==> src/rtl/dequeue_sched_pkg.sv <==
// Shared definitions for the per-port dequeue scheduler: FSM encoding and default widths.
package dequeue_sched_pkg;

  localparam int DEQ_NUM_QUEUES      = 8;
  localparam int DEQ_SEL_WIDTH       = 3;
  localparam int DEQ_WEIGHT_WIDTH    = 4;
  localparam int DEQ_LEN_WIDTH       = 7;
  localparam int DEQ_STATS_CNT_WIDTH = 16;

  typedef enum logic [1:0] {
    ST_IDLE   = 2'd0,
    ST_RELOAD = 2'd1,
    ST_GRANT  = 2'd2,
    ST_XFER   = 2'd3
  } deq_state_e;

endpackage

==> src/rtl/dequeue_scheduler_rr_pick.sv <==
// Combinational rotating-priority picker: first set request at or after start_i, with wrap.
module rr_pick #(
  parameter int N  = 8,
  parameter int SW = 3
) (
  input  logic [N-1:0]  req_i,
  input  logic [SW-1:0] start_i,
  output logic          found_o,
  output logic [SW-1:0] idx_o
);

  // Walk offsets from farthest to nearest so the nearest request wins.
  always_comb begin
    found_o = 1'b0;
    idx_o   = '0;
    for (int k = N - 1; k >= 0; k--) begin
      int j;
      j = int'(start_i) + k;
      if (j >= N) j = j - N;
      if (req_i[j]) begin
        found_o = 1'b1;
        idx_o   = SW'(j);
      end
    end
  end

endmodule

==> src/rtl/dequeue_scheduler.sv <==
// Dequeue scheduler for one output port, strict priority or WRR; optional DEQ_SCHED_STATS_EN grant counters.
// States: IDLE wait/pick | RELOAD refill credits | GRANT one-cycle pulse | XFER wait for rd_eop
module dequeue_scheduler
  import dequeue_sched_pkg::*;
#(
  parameter int num_of_queues     = DEQ_NUM_QUEUES,
  parameter int queue_sel_width   = DEQ_SEL_WIDTH,
  parameter int weight_width      = DEQ_WEIGHT_WIDTH,
  parameter int pack_length_width = DEQ_LEN_WIDTH
) (
  input  logic                                       clk,
  input  logic                                       rst,
  input  logic                                       sp0_wrr1,
  input  logic [num_of_queues-1:0]                   queue_nonempty,
  input  logic [num_of_queues*weight_width-1:0]      weight_in,
  input  logic [num_of_queues*pack_length_width-1:0] pack_length_in,
  input  logic                                       rd_ready,
  input  logic                                       rd_eop,
  output logic                                       grant_vld,
  output logic [queue_sel_width-1:0]                 grant_queue,
  output logic [pack_length_width-1:0]               grant_length,
  output logic                                       busy
`ifdef DEQ_SCHED_STATS_EN
  ,
  output logic [num_of_queues*DEQ_STATS_CNT_WIDTH-1:0] grant_count
`endif
);

  localparam int N  = num_of_queues;
  localparam int SW = queue_sel_width;
  localparam int WW = weight_width;
  localparam int LW = pack_length_width;

  deq_state_e     state_q;
  logic           mode_q;
  logic [SW-1:0]  rr_ptr_q;
  logic [WW-1:0]  credit_q [N];
  logic           grant_vld_q;
  logic [SW-1:0]  grant_queue_q;
  logic [LW-1:0]  grant_length_q;
  logic           busy_q;

  logic [N-1:0]   eligible;
  logic           wrr_found;
  logic [SW-1:0]  wrr_idx;
  logic [SW-1:0]  sp_idx;
  logic [SW-1:0]  pick_idx;
  logic [LW-1:0]  pick_len;
  logic [SW-1:0]  rr_ptr_d;

  always_comb begin
    for (int q = 0; q < N; q++) eligible[q] = queue_nonempty[q] && (credit_q[q] != '0);
  end

  rr_pick #(.N(N), .SW(SW)) u_rr_pick (
    .req_i   (eligible),
    .start_i (rr_ptr_q),
    .found_o (wrr_found),
    .idx_o   (wrr_idx)
  );

  always_comb begin
    sp_idx = '0;
    for (int q = 0; q < N; q++) if (queue_nonempty[q]) sp_idx = SW'(q);
  end

  assign pick_idx = sp0_wrr1 ? wrr_idx : sp_idx;
  assign pick_len = pack_length_in[pick_idx*LW +: LW];
  assign rr_ptr_d = (grant_queue_q == SW'(N - 1)) ? '0 : grant_queue_q + 1'b1;

  always_ff @(posedge clk or posedge rst) begin
    if (rst) begin
      state_q        <= ST_IDLE;
      mode_q         <= 1'b0;
      rr_ptr_q       <= '0;
      grant_vld_q    <= 1'b0;
      grant_queue_q  <= '0;
      grant_length_q <= '0;
      busy_q         <= 1'b0;
      for (int q = 0; q < N; q++) credit_q[q] <= '0;
    end else begin
      grant_vld_q <= 1'b0;
      case (state_q)
        ST_IDLE: begin
          if (rd_ready && (|queue_nonempty)) begin
            mode_q <= sp0_wrr1;
            if (!sp0_wrr1 || wrr_found) begin
              grant_queue_q  <= pick_idx;
              grant_length_q <= pick_len;
              grant_vld_q    <= 1'b1;
              busy_q         <= 1'b1;
              state_q        <= ST_GRANT;
            end else begin
              state_q <= ST_RELOAD;
            end
          end
        end
        ST_RELOAD: begin
          // A zero weight still earns one grant per round so the queue never stalls.
          for (int q = 0; q < N; q++)
            credit_q[q] <= (weight_in[q*WW +: WW] == '0) ? WW'(1) : weight_in[q*WW +: WW];
          state_q <= ST_IDLE;
        end
        ST_GRANT: begin
          if (mode_q) begin
            credit_q[grant_queue_q] <= credit_q[grant_queue_q] - 1'b1;
            rr_ptr_q                <= rr_ptr_d;
          end
          state_q <= ST_XFER;
        end
        ST_XFER: begin
          if (rd_eop) begin
            busy_q  <= 1'b0;
            state_q <= ST_IDLE;
          end
        end
        default: state_q <= ST_IDLE;
      endcase
    end
  end

  assign grant_vld    = grant_vld_q;
  assign grant_queue  = grant_queue_q;
  assign grant_length = grant_length_q;
  assign busy         = busy_q;

`ifdef DEQ_SCHED_STATS_EN
  logic [DEQ_STATS_CNT_WIDTH-1:0] cnt_q [N];

  always_ff @(posedge clk or posedge rst) begin
    if (rst) begin
      for (int q = 0; q < N; q++) cnt_q[q] <= '0;
    end else if (state_q == ST_GRANT && cnt_q[grant_queue_q] != '1) begin
      cnt_q[grant_queue_q] <= cnt_q[grant_queue_q] + 1'b1;
    end
  end

  always_comb begin
    for (int q = 0; q < N; q++) grant_count[q*DEQ_STATS_CNT_WIDTH +: DEQ_STATS_CNT_WIDTH] = cnt_q[q];
  end
`endif

endmodule

==> config.mk <==
export PLATFORM = sky130hd
export DESIGN_NAME = dequeue_scheduler
export DESIGN_NICKNAME = d
export VERILOG_FILES = /design/src/rtl/dequeue_sched_pkg.sv /design/src/rtl/dequeue_scheduler_rr_pick.sv /design/src/rtl/dequeue_scheduler.sv
export SDC_FILE = /design/constraint.sdc
export NUM_CORES = 1
export LEC_CHECK = 0
export ABC_AREA = 1
export BUFFER_PORTS_ARGS = -buffer_cell sky130_fd_sc_hd__clkbuf_2
export CORE_ASPECT_RATIO = 1.25
export CORE_UTILIZATION = 35
export CTS_CLUSTER_DIAMETER = 50
export DETAILED_ROUTE_END_ITERATION = 12
export GPL_TIMING_DRIVEN = 1
export SLEW_MARGIN = 30
export SYNTH_ARGS = -nofsm -noshare
export SYNTH_HDL_FRONTEND = slang
export SYNTH_SLANG_ARGS = --single-unit
==> constraint.sdc <==
create_clock -name clk -period 2.6 [get_ports clk]
set_input_delay 0.13 -clock clk [delete_from_list [all_inputs] [get_ports clk]]
set_output_delay 0.13 -clock clk [all_outputs]
set_load 0.02 [all_outputs]
==> flow_summary.json <==
{
  "outcome": "finished, final reports clean",
  "hold_viol": 0,
  "overflow": 0,
  "avgSynthCellArea_um2": 6.34,
  "setup_ws_ns": 0.125,
  "setup_viol": 0,
  "dp_hpwl_um": 10400,
  "htreeDepth": 2,
  "tightest_slew_ns": 0.713,
  "postSynth.asyncResetShare_pct": 100,
  "ys_types": 37,
  "crit_start": "rr_ptr_q[0]",
  "synth_xor_area_share_pct": 1.06,
  "syn_to_final_growth_pct": 35.0,
  "p_leak_uw": 0.00285,
  "drive_gt1_share_pct": 30.2,
  "cts_tree": "done",
  "synth_top_area_share_pct": 30.4,
  "cts_buffer_depth": 2,
  "finalCritPeriodShare_pct": 95.2,
  "synth_area_leaders": "dfrtp_1 30%, nand2_1 17%, nand3_1 12%, nor2_1 5.7%, inv_1 4.9%",
  "drc_errors": 0,
  "clk_latency_ns": 0.29,
  "final-seq-area_um2": 1250,
  "ys.flop_type": "dfrtp_1",
  "drt_iter0_markers": 354,
  "synthAdderAreaFrac_pct": 1.52,
  "worstSetupPathType": "reg -> reg",
  "final_cell_mix": "185 x nand2_1, 112 x clkbuf_2, 78 x nand3_1",
  "cts_buffers": 5,
  "slew_violations": 0,
  "yosysWarningCount": 0,
  "final_common_cell": "nand2_1",
  "hold_start": "weight_in[10]",
  "ir_drop_mv": 0.586,
  "final.setup.tns_ns": 0,
  "root_buffer": "clkbuf_16",
  "clk_pin_slew_worst_paths_ns": 0.07,
  "relSlewSlack_pct": 52.3,
  "initial_core_util_pct": 36.6,
  "grt_pass1_vias": 4593,
  "synth_top_family_by_area": "simple AND/OR/NAND/NOR gates",
  "num-fill-cells": 1110,
  "period_needed_ns": 2.48,
  "grt_use_total_pct": 21.9,
  "port_buffers": 112,
  "die_w_um": 99.0,
  "synth_nets": 755,
  "first_pass_iters": 6,
  "end_kind": "register",
  "start_kind": "register",
  "clock_skew_ns": 0.0110,
  "combPwrFrac_pct": 73.5,
  "routedWlPerCell_um": 14.7,
  "num-nets-final": 894,
  "via_count": 4884,
  "swShare_pct": 51.9,
  "pre_cts_ws_ns": -0.00697,
  "crit_required_ns": 2.83,
  "critical_path_peak_fanout": 14,
  "grt_max_degree": 32,
  "netlist_instances": 649,
  "rsz0062_at_grt": "yes",
  "min_path_type": "in -> reg",
  "dieArea_um2": 12200,
  "crit_arrival_ns": 2.70,
  "p_seq_share_pct": 17.8,
  "ios": 113,
  "grt_pass1_wl_um": 21400,
  "synth_top_area_cell": "dfrtp_1",
  "core-area_um2": 11200,
  "synth_edf_count": 0,
  "ys_seq_area_share_pct": 30.4,
  "p_sw_uw": 4420,
  "p_clk_share_pct": 8.6,
  "wl_um": 13600,
  "rows": 43,
  "power-per-cell-area_nw_per_um2": 1540,
  "cts_sinks": 50,
  "multiInputGateArea_um2": 2720,
  "synth_area_um2": 4110,
  "diodes": 0,
  "post_synth_and_or_nand_nor_area_fraction_pct": 41.9,
  "fmax_ghz": 0.404,
  "synthMuxAreaShare_pct": 0,
  "postRouteAntennaNets": 0,
  "ys_seq_elements": 50,
  "routabilityCongestion": 0.920,
  "internal-power_uw": 4100,
  "cap_violations": 0,
  "die_h_um": 123,
  "reg2reg_from": "rr_ptr_q[0]",
  "antenna_found_initial": 0,
  "p_total_uw": 8530,
  "viasPerCell": 5.29,
  "synth_compound_area_share_pct": 15.2
}
registers in the layout, indices dropped and copies added, names as in the netlist:
name          cells
busy              1
credit_q         32
grant_length      7
grant_queue       3
grant_vld         1
mode_q            1
rr_ptr_q          3
state_q           2
final cells by class:
| class | instances | share of cell area [%] |
|---|---|---|
| clock buffer | 6 | 2.32 |
| sequential | 50 | 22.6 |
| inverter | 63 | 4.39 |
| timing repair buffer | 156 | 18.0 |
| multi-input combinational | 512 | 49.0 |
| tap | 135 | 3.04 |
| clock inverter | 2 | 0.676 |
path summary, 6_finish.rpt:
path                              endpoint  slack [ns]  depth (start not counted)
max in group asynchronous      rr_ptr_q[2]        1.48                          4
hold reg to reg                     mode_q        0.49                          2
min in group asynchronous  grant_length[6]        0.48                          3
hold / removal                credit_q[22]        0.15                          3
setup reg to reg           grant_length[0]        0.12                         21
setup / recovery           grant_length[0]        0.12                         21
critical path, stage by stage, from the launching register on:
cell     delay [ns]
dfrtp_2        0.42
inv_4          0.06
ha_4           0.29
buf_8          0.14
nand3_4        0.10
nand3_4        0.11
nand2_4        0.07
buf_4          0.13
a21oi_1        0.12
o21ai_1        0.08
nand2_1        0.06
nand2_1        0.04
nand2_1        0.05
nand2_1        0.05
nand2_1        0.07
nand2_1        0.08
nand2_4        0.10
buf_12         0.14
nand2_1        0.06
nand3_2        0.10
nand3_2        0.08
nand2_1        0.06
routing by layer:
layer	vias up	GRT usage, %	share of wire, %
li1	2450	-	-
met4	0	6.25	2.0
met3	18	2.71	5.6
met5	-	0	0
met1	2227	28.6	44
met2	189	38.1	48
metrics by stage:
| stage | hold WS, ns | area, um2 | std cells | utilization, % |
|---|---|---|---|---|
| 2_1_floorplan | 0.334 | 4110 | 649 | - |
| 3_3_place_gp | 0.260 | 4970 | 905 | 44.2 |
| 3_5_place_dp | 0.265 | 4980 | 905 | 44.3 |
| 4_1_cts | 0.150 | 5170 | 914 | 45.9 |
| 5_1_grt | 0.166 | 5550 | 924 | 49.4 |
| 6_report | 0.155 | 5550 | 924 | 49.4 |
kinds of logic (layout without fill, tap and decap cells):
kind of cell,Yosys count,in the layout
AOI/OAI and AO/OA,109,109
xor gates and xnor gates,5,5
adders and majority gates,5,5
buffers and inverters,87,227
DFF,50,50
and+or+nand+nor,393,393
power by group through the flow:
stage / Sequential [uW] / Combinational (uW) / Clock (uW)
floorplan: 1490 / 3670 / 0
global placement: 1490 / 5400 / 0
detailed placement: 1480 / 5430 / 0
CTS: 1490 / 5460 / 743
global route: 1570 / 6880 / 785
finish: 1520 / 6270 / 736
synthesized netlist by cell type, types with 2 or more instances:
cell / count
a21oi_1: 38
a221oi_1: 5
a22oi_1: 7
a31oi_1: 8
buf_2: 6
buf_6: 6
buf_8: 2
clkbuf_1: 8
dfrtp_1: 50
ha_1: 5
inv_1: 54
inv_2: 7
nand2_1: 191
nand2_2: 8
nand3_1: 101
nand3_2: 9
nand4_1: 3
nor2_1: 62
nor3_1: 11
nor4_1: 5
o21ai_0: 36
o21ai_1: 4
o22ai_1: 6
xnor2_1: 3
xor2_1: 2
timing repair:
action,4_1_cts,5_1_grt
setup endpoints to repair,1,19
pin swaps,0,10
hold endpoints to repair,29,0
resized for setup,2,61
hold buffers,1,0
buffers inserted,0,7
gates cloned,0,3
Power figures use the tool's default switching activity.
